$ cat config.mk
export PLATFORM = sky130hd
export DESIGN_NAME = packet_grant_multiplexer
export DESIGN_NICKNAME = d
export VERILOG_FILES = /design/src/rtl/packet_grant_multiplexer.sv
export SDC_FILE = /design/constraint.sdc
export NUM_CORES = 1
export LEC_CHECK = 0
export ABC_AREA = 1
export ABC_CLOCK_PERIOD_IN_PS = 2800
export CORE_UTILIZATION = 39
export CTS_CLUSTER_DIAMETER = 30
export DETAILED_ROUTE_END_ITERATION = 10
export HOLD_SLACK_MARGIN = 0.05
export PLACE_DENSITY = 0.8
export SLEW_MARGIN = 30
export SYNTH_ARGS = -nofsm -noshare
export SYNTH_HDL_FRONTEND = slang
export SYNTH_SLANG_ARGS = --single-unit
$ cat constraint.sdc
create_clock -name clock -period 2.8 [get_ports clock]
set_clock_uncertainty 0.05 [all_clocks]
set_input_delay 0.28 -clock clock [delete_from_list [all_inputs] [get_ports clock]]
set_output_delay 0.28 -clock clock [all_outputs]
set_load 0.01 [all_outputs]
$ cat src/rtl/packet_grant_multiplexer.sv
// Forwards whole packets from SIZE valid/ready channels, selected by an external arbiter and locked until the last beat.
// One-cycle latency through a single output register; input_ready is withheld while that register is held by output_ready=0.
module packet_grant_multiplexer #(
   parameter int SIZE = 4,
   parameter int WIDTH = 8,
   localparam int INDEX_WIDTH = $clog2(SIZE)
) (
   input  logic                      clock,
   input  logic                      reset,
   input  logic [SIZE-1:0]           input_valid,
   output logic [SIZE-1:0]           input_ready,
   input  logic [SIZE*WIDTH-1:0]     input_data,
   input  logic [SIZE-1:0]           input_last,
   output logic [SIZE-1:0]           arbiter_requests,
   input  logic [SIZE-1:0]           arbiter_grant,
   output logic                      output_valid,
   input  logic                      output_ready,
   output logic [WIDTH-1:0]          output_data,
   output logic                      output_last,
   output logic [INDEX_WIDTH-1:0]    output_channel
);

   typedef enum logic {IDLE, LOCKED} state_t;

   state_t                  state;
   logic [INDEX_WIDTH-1:0]  locked_index;
   logic [INDEX_WIDTH-1:0]  sel;
   logic                    sel_found;
   logic                    sel_valid;
   logic                    sel_last;
   logic [WIDTH-1:0]        sel_data;
   logic [SIZE-1:0]         grant_valid;
   logic                    buffer_free;
   logic                    accept;

   assign buffer_free = !output_valid || output_ready;
   assign grant_valid = arbiter_grant & input_valid;

   // Requests are masked while locked so the arbiter's timeouts do not advance mid-packet.
   assign arbiter_requests = (state == IDLE) ? input_valid : '0;

   always_comb begin
      sel       = locked_index;
      sel_found = (state == LOCKED);
      if (state == IDLE) begin
         for (int i = SIZE - 1; i >= 0; i--) begin
            if (grant_valid[i]) begin
               sel       = INDEX_WIDTH'(i);
               sel_found = 1'b1;
            end
         end
      end

      sel_data    = '0;
      sel_last    = 1'b0;
      sel_valid   = 1'b0;
      input_ready = '0;
      for (int i = 0; i < SIZE; i++) begin
         if (sel_found && sel == INDEX_WIDTH'(i)) begin
            sel_data       = input_data[i*WIDTH +: WIDTH];
            sel_last       = input_last[i];
            sel_valid      = input_valid[i];
            input_ready[i] = buffer_free;
         end
      end
   end

   assign accept = sel_valid && buffer_free;

   always_ff @(posedge clock) begin
      if (reset) begin
         state          <= IDLE;
         locked_index   <= '0;
         output_valid   <= 1'b0;
         output_data    <= '0;
         output_last    <= 1'b0;
         output_channel <= '0;
      end else if (accept) begin
         output_valid   <= 1'b1;
         output_data    <= sel_data;
         output_last    <= sel_last;
         output_channel <= sel;
         if (state == IDLE && !sel_last) begin
            state        <= LOCKED;
            locked_index <= sel;
         end else if (state == LOCKED && sel_last) begin
            state <= IDLE;
         end
      end else if (output_ready) begin
         output_valid <= 1'b0;
      end
   end

endmodule

==> out/results.md <==
STA
- highest achievable clock rate: 379 MHz
- Finish-stage setup viols: 0
- Max Slew Vio Count: 0
- slew at the pin with the worst max-slew slack: 484 ps
- Total Negative Setup Slacks: 0 ps
- Relative slew margins: 67.6%
- crit path time final: 2640 ps
- unrepaired setup endpoints after global routing: no
- Final Cycle Share: 94.2%
- count of endpoints failing hold in the final timing report: 0

Place
- final weighted congestion of routability-driven global placement: 0.945
- Port Buffer Count: 66
- final HPWL from detailed placement: 2.75 mm
- Area after DPL: 0.00177 sq mm

Synth
- cell count after synthesis: 176
- Cell Area, Synth: 0.00107 sq mm
- share of cell area taken by muxes after synthesis: 0%
- post-synthesis register bit count: 15
- post-synthesis share of cell area spent on xor and xnor gates: 0%
- synthesized net count: 224
- cell taking the most area after synthesis: dfxtp_1
- sequential element share of the synthesized area: 27.9%
- largest family of logic cells by synthesized area: simple AND/OR/NAND/NOR gates
- Simple-Gate Fraction of Synth Area: 56.3%
- compound-cell area share of the yosys netlist: 6.52%
- synthesized area divided by synthesized cell count: 6.11 sq um
- count of cell types in the netlist: 20
- adder-cell share of the synthesized area: 1.16%
- top area cells in the synthesized netlist: dfxtp_1 28%, nand2_1 22%, nand3_1 8.4%
- Synth top area share: 27.9%
- number of warning messages in the yosys log: 0

Cells and area
- Area Growth Syn to Fin: 67.1%
- most common library cell in the layout ignoring fill and taps: clkdlybuf4s50_1
- post-route standard cell area excluding fillers: 0.00180 sq mm
- commonest cells after routing, fill and taps aside: 66 x clkdlybuf4s50_1, 63 x nand2_1, 18 x nor2_1, 18 x nand3_1, 15 x dfxtp_1
- fill cell total of the finished layout: 232
- # nets final: 294
- fraction of final layout cells with drive strength greater than 1: 9.80%
- antenna fix cells: 0

Setup path
- cell depth of the worst flop-to-flop path: 14
- type of the worst setup path: primary input to primary output
- terminus of the critical flop-to-flop path: state
- Critical Path Slowest Stage Cell: clkdlybuf4s50_1
- maximum cell stage delay along the critical path: 540 ps
- slack of the worst reg-to-reg path: 690 ps
- sum of buffers and inverters on the critical path: 4
- worst endpoint required time: 2470 ps
- data arrival time at the worst-slack endpoint: 2310 ps
- kind of start point of the critical path: primary input
- most used cell, CP: nand2_1
- largest fanout on the critical path: 9
- Crit. End Element: primary output
- RR Startpoint: state
- crit-path cells: clkdlybuf4s50_1, nand2_1, nand2_1, nand2_1, nand2_1, nand2_1, nand2_4, inv_2, nor2_4, inv_1, nor2_1, clkdlybuf4s50_1
- crit-path leading delay family: buffers and inverters

Clock network
- Hold Buf Count CTS: 0
- cts repair resizes: 0
- clock insertion delay at the later pin of the skew report: 280 ps
- number of H-tree branching levels: 1
- TritonCTS buffer count: 3
- clk sinks: 15
- TritonCTS clock tree: yes
- clock-pin slew reported for the worst setup and hold paths after clock tree synthesis: 90 ps
- maximum clock path buffer count: 2
- total setup buffers inserted after CTS: 0
- clock root buffer: clkbuf_4

Power
- total power after layout: 0.00136 W
- Pleak: 0.765 nW
- pwr/cell area: 756 mW/mm^2
- maximum resistive drop on vdd: 0.614 mV

GRT
- vias in the first global route: 1198
- maximum number of pins on one net before global-route repair: 19
- overflow left after global routing: 0
- global-route usage over all layers: 23.8%
- antenna violations before repair: 0
- first-pass GRT wire length: 5.03 mm

Detailed routing
- number of vias in the routed layout: 1361
- drt drc: 0
- via/cell ratio: 4.95
- Detailed Routing Iterations Pass 1: 4
- aggregate routed wire length: 3.39 mm
- number of violations reported at the end of detailed-routing iteration 0: 24
- WL per Instance: 12.3 um
- number of nets with antenna violations after routing: 0

Run
- number of max-cap violations: 0

Status
- status: completed

Die
- site row count: 18
- area enclosed by the die boundary: 0.00297 sq mm
- Die W: 54.5 um
- Die Height: 54.5 um
- standard cell core area: 0.00254 sq mm
- Boundary Pins: 67
- starting density of the core: 42.2%

Min path
- Hold Path End: output_data[2]
- Worst Hold Launch: output_data[2]
- Hold Path Class: register to register
- number of instances on the worst hold path: 2

## Yosys cell counts
master    count
nand2_2       5
nand4_4       1
nand2_1      63
buf_6         1
inv_1        13
clkinv_1      1
nand3_1      18
ha_1          1
a21oi_1      14
nand2_4       3
nor2_1       18
nand4_1       8
nor2_4        1
nor3_1        3
nor2_2        3
nor2_8        1
nand3_2       1
clkbuf_1      2
inv_2         4
dfxtp_1      15
## state kept, by name (all words and copies together) (netlist names)
register	count
output_channel	2
state	1
output_valid	1
output_data	8
locked_index	2
output_last	1
## tightest hold or removal path: cells and delay by family, from the launching register on
kind,cells,cell delay (ps)
compound gates,1,60
simple gates,1,60
flops,1,320
## worst max-delay path by stage
| stage | start | to | depth (start not counted) |
|---|---|---|---|
| final | input_valid[3] | input_ready[3] | 12 |
| after global routing | input_valid[3] | input_ready[3] | 12 |
| after CTS | input_valid[3] | input_ready[3] | 12 |
| after detailed placement | input_valid[3] | input_ready[3] | 12 |
| after global placement | input_valid[3] | input_ready[3] | 12 |
| after floorplan | state | state | 14 |
## metrics by stage
step                hold slack (ps)  setup slack, ps  util [%]  std cells
global placement                402              277      69.5        271
floorplan                       299              904         -        176
global route                    436             24.9      70.6        275
finish                          421              163      70.6        275
detailed placement              409              177      69.5        271
CTS                             424              174      70.6        275
## where the power goes
part	internal, W	switching (W)
registers	0.000284	0.0000416
clock network	0.0000555	0.0000690
logic	0.000400	0.000507
total	0.000739	0.000618
## area by class of cell
type | instances | area [sq um] | share of cell area, %
multi-input combinational | 140 | 688 | 38.3
clock buffer | 4 | 26.3 | 1.46
sequential | 15 | 300 | 16.7
tap | 30 | 37.5 | 2.09
timing repair buffer | 68 | 676 | 37.6
inverter | 18 | 67.6 | 3.76
## layer usage
layer / share of wire (%) / vias up / track usage, %
met5: 0 / - / 0
met4: 1.6 / 0 / 11.5
met3: 4.5 / 5 / 2.50
met2: 48 / 34 / 40.0
met1: 46 / 617 / 30.0
li1: - / 705 / -
## cell families (layout without fill, tap and decap cells)
kind of cell / after synthesis / in the layout
simple gates: 125 / 125
buf+inv: 21 / 90
flops: 15 / 15
compound gates: 14 / 14
fa+ha+maj: 1 / 1
Note: power is estimated with default switching activity, not from simulation.
==> RTL change: new RTL, same settings <==
Change the parameter `WIDTH` from 8 to 7.
--- a/src/rtl/packet_grant_multiplexer.sv
+++ b/src/rtl/packet_grant_multiplexer.sv
@@ -3,5 +3,5 @@
 module packet_grant_multiplexer #(
    parameter int SIZE = 4,
-   parameter int WIDTH = 8,
+   parameter int WIDTH = 7,
    localparam int INDEX_WIDTH = $clog2(SIZE)
 ) (
Interface: changed (resized input_data and output_data); port bits go from 67 to 62. No check against the original RTL was run, so the function may have changed too.
==> RTL change against the unedited design <==
Worst setup slack improved by 140 ps. Cell count down 6.2%. Total power down 2.9%. Fmax rose by 5.6%. Combinational power decreased by 3.5%. Wire length fell by 6.2%. Sequential cell count shrank 1. Design area is 4.0% lower. Area after synthesis is 2.7% lower. Register-to-register slack lost 150 ps. Highest routed layer unchanged.
==> RTL change: results (changes against the unedited design) <==
| Metric | Value |
|---|---|
| Result of the run | finished clean |
| Global router's overall resource usage | 0.229 (-0.00925) |
| Synth Area in Adders | 0.0120 (+0.000320) |
| Wire length of the first global-routing pass | 4920 um (-2.2%) |
| Fraction of the mapped netlist area in compound gates | 0.0646 (-0.000599) |
| Number of placed instances, taps included | 254 (-6.3%) |
| Critical-path maximum fanout | 3 (-6) |
| Largest net degree at the start of global routing | 15 (-4) |
| Peak supply drop | 0.000532 V (-13%) |
| Aggregate routed wire length | 3180 um (-6.2%) |
| Final net count | 273 (-7.1%) |
| Net count after synthesis | 208 (-7.1%) |
| Sequential element share of the synthesized area | 0.268 (-0.0115) |
| Ratio of cells with drive above 1 in the final layout | 0.136 (+0.0380) |
| Regs by FF count | output_data: 7 flops, locked_index: 2 flops, output_channel: 2 flops |
| Via count normalized by instance count | 4.94 (-0.22%) |
| Final GP Congestion | 0.895 (-5.4%) |
| Area contributors post-synth | sky130_fd_sc_hd__dfxtp_1, sky130_fd_sc_hd__nand2_1, sky130_fd_sc_hd__nand3_1 |
| Number of synthesis warnings | 0 (unchanged) |
| Number of cells in the finished layout apart from fillers | 258 (-6.2%) |
| Dominant synthesized flop cell | sky130_fd_sc_hd__dfxtp_1 |
| Least-Margin Pin Slew | 436 ps (-47.8 ps) |
| Cell types with the highest counts after synthesis | sky130_fd_sc_hd__nand2_1, sky130_fd_sc_hd__nand3_1, sky130_fd_sc_hd__dfxtp_1 |
| Violation count after the first detailed-route iteration | 23 (-4.2%) |
| Count of buffers inserted at the top-level ports | 61 (-7.6%) |
| Final HPWL DP | 2550 um (-7.2%) |
| Leakage Power | 0.000728 uW (-4.8%) |
| Syn_area_per_cell | 6.38 um2 (+4.4%) |
| Max Cap Viol | 0 (unchanged) |
| Number of global-route vias before repair | 1172 (-2.2%) |
-- RTL change: cell type report --
type | instances | area (um2)
fill | 227 | 776
tap | 30 | 37.5
inverter | 17 | 63.8
timing repair buffer | 65 | 641
sequential | 14 | 280
multi-input combinational | 128 | 666
clock buffer | 4 | 36.3
-- RTL change: worst max-delay path: stages --
cell                              delay [ps]
sky130_fd_sc_hd__clkdlybuf4s50_1         530
sky130_fd_sc_hd__nand2_1                 100
sky130_fd_sc_hd__nand2_2                 110
sky130_fd_sc_hd__nand2_1                  70
sky130_fd_sc_hd__nand2_2                  80
sky130_fd_sc_hd__nand2_4                  70
sky130_fd_sc_hd__inv_2                    90
sky130_fd_sc_hd__nand2_1                  90
sky130_fd_sc_hd__nor3_1                  170
sky130_fd_sc_hd__clkdlybuf4s50_1         570
-- RTL change: through the flow --
stage | utilization | hold slack, ps | instance area [um2] | worst slack (ps)
after global routing | 0.690 | 438 | 1720 | 226
final | 0.690 | 425 | 1720 | 302
after floorplan | - | 299 | 1050 | 863
after global placement | 0.675 | 404 | 1690 | 286
after detailed placement | 0.675 | 412 | 1690 | 167
after CTS | 0.690 | 427 | 1720 | 312
-- RTL change: layer usage --
metal | part of all wire | vias to the layer above | GRT usage
met5 | 0 | - | 0
met4 | 0.0028 | 0 | 0.0789
met3 | 0.065 | 2 | 0.0198
met2 | 0.48 | 45 | 0.383
met1 | 0.46 | 567 | 0.304
li1 | - | 660 | -
-- RTL change: power breakdown --
| part | total (uW) | switching, uW | leakage (uW) | internal (uW) |
|---|---|---|---|---|
| logic | 875 | 487 | 0.000592 | 388 |
| registers | 301 | 38.0 | 0.000114 | 263 |
| clock network | 142 | 63.2 | 0.0000210 | 79.0 |
-- RTL change: kinds of logic after synthesis --
group	after synthesis
adder cells (fa/ha/maj)	1
AND/OR/NAND/NOR	114
buffers and inverters	22
AO/OA/AOI/OAI	13
flip-flops	14
-- RTL change: worst paths after layout --
check / from / endpoint / slack, ps / cells after the start
setup / recovery: input_valid[3] / input_ready[3] / 300 / 10
hold / removal: output_data[6]$_SDFFE_PP0P_ / output_data[6]$_SDFFE_PP0P_ / 430 / 2
setup reg to reg: state$_SDFFE_PP0P_ / state$_SDFFE_PP0P_ / 540 / 15
hold reg to reg: output_data[6]$_SDFFE_PP0P_ / output_data[6]$_SDFFE_PP0P_ / 430 / 2
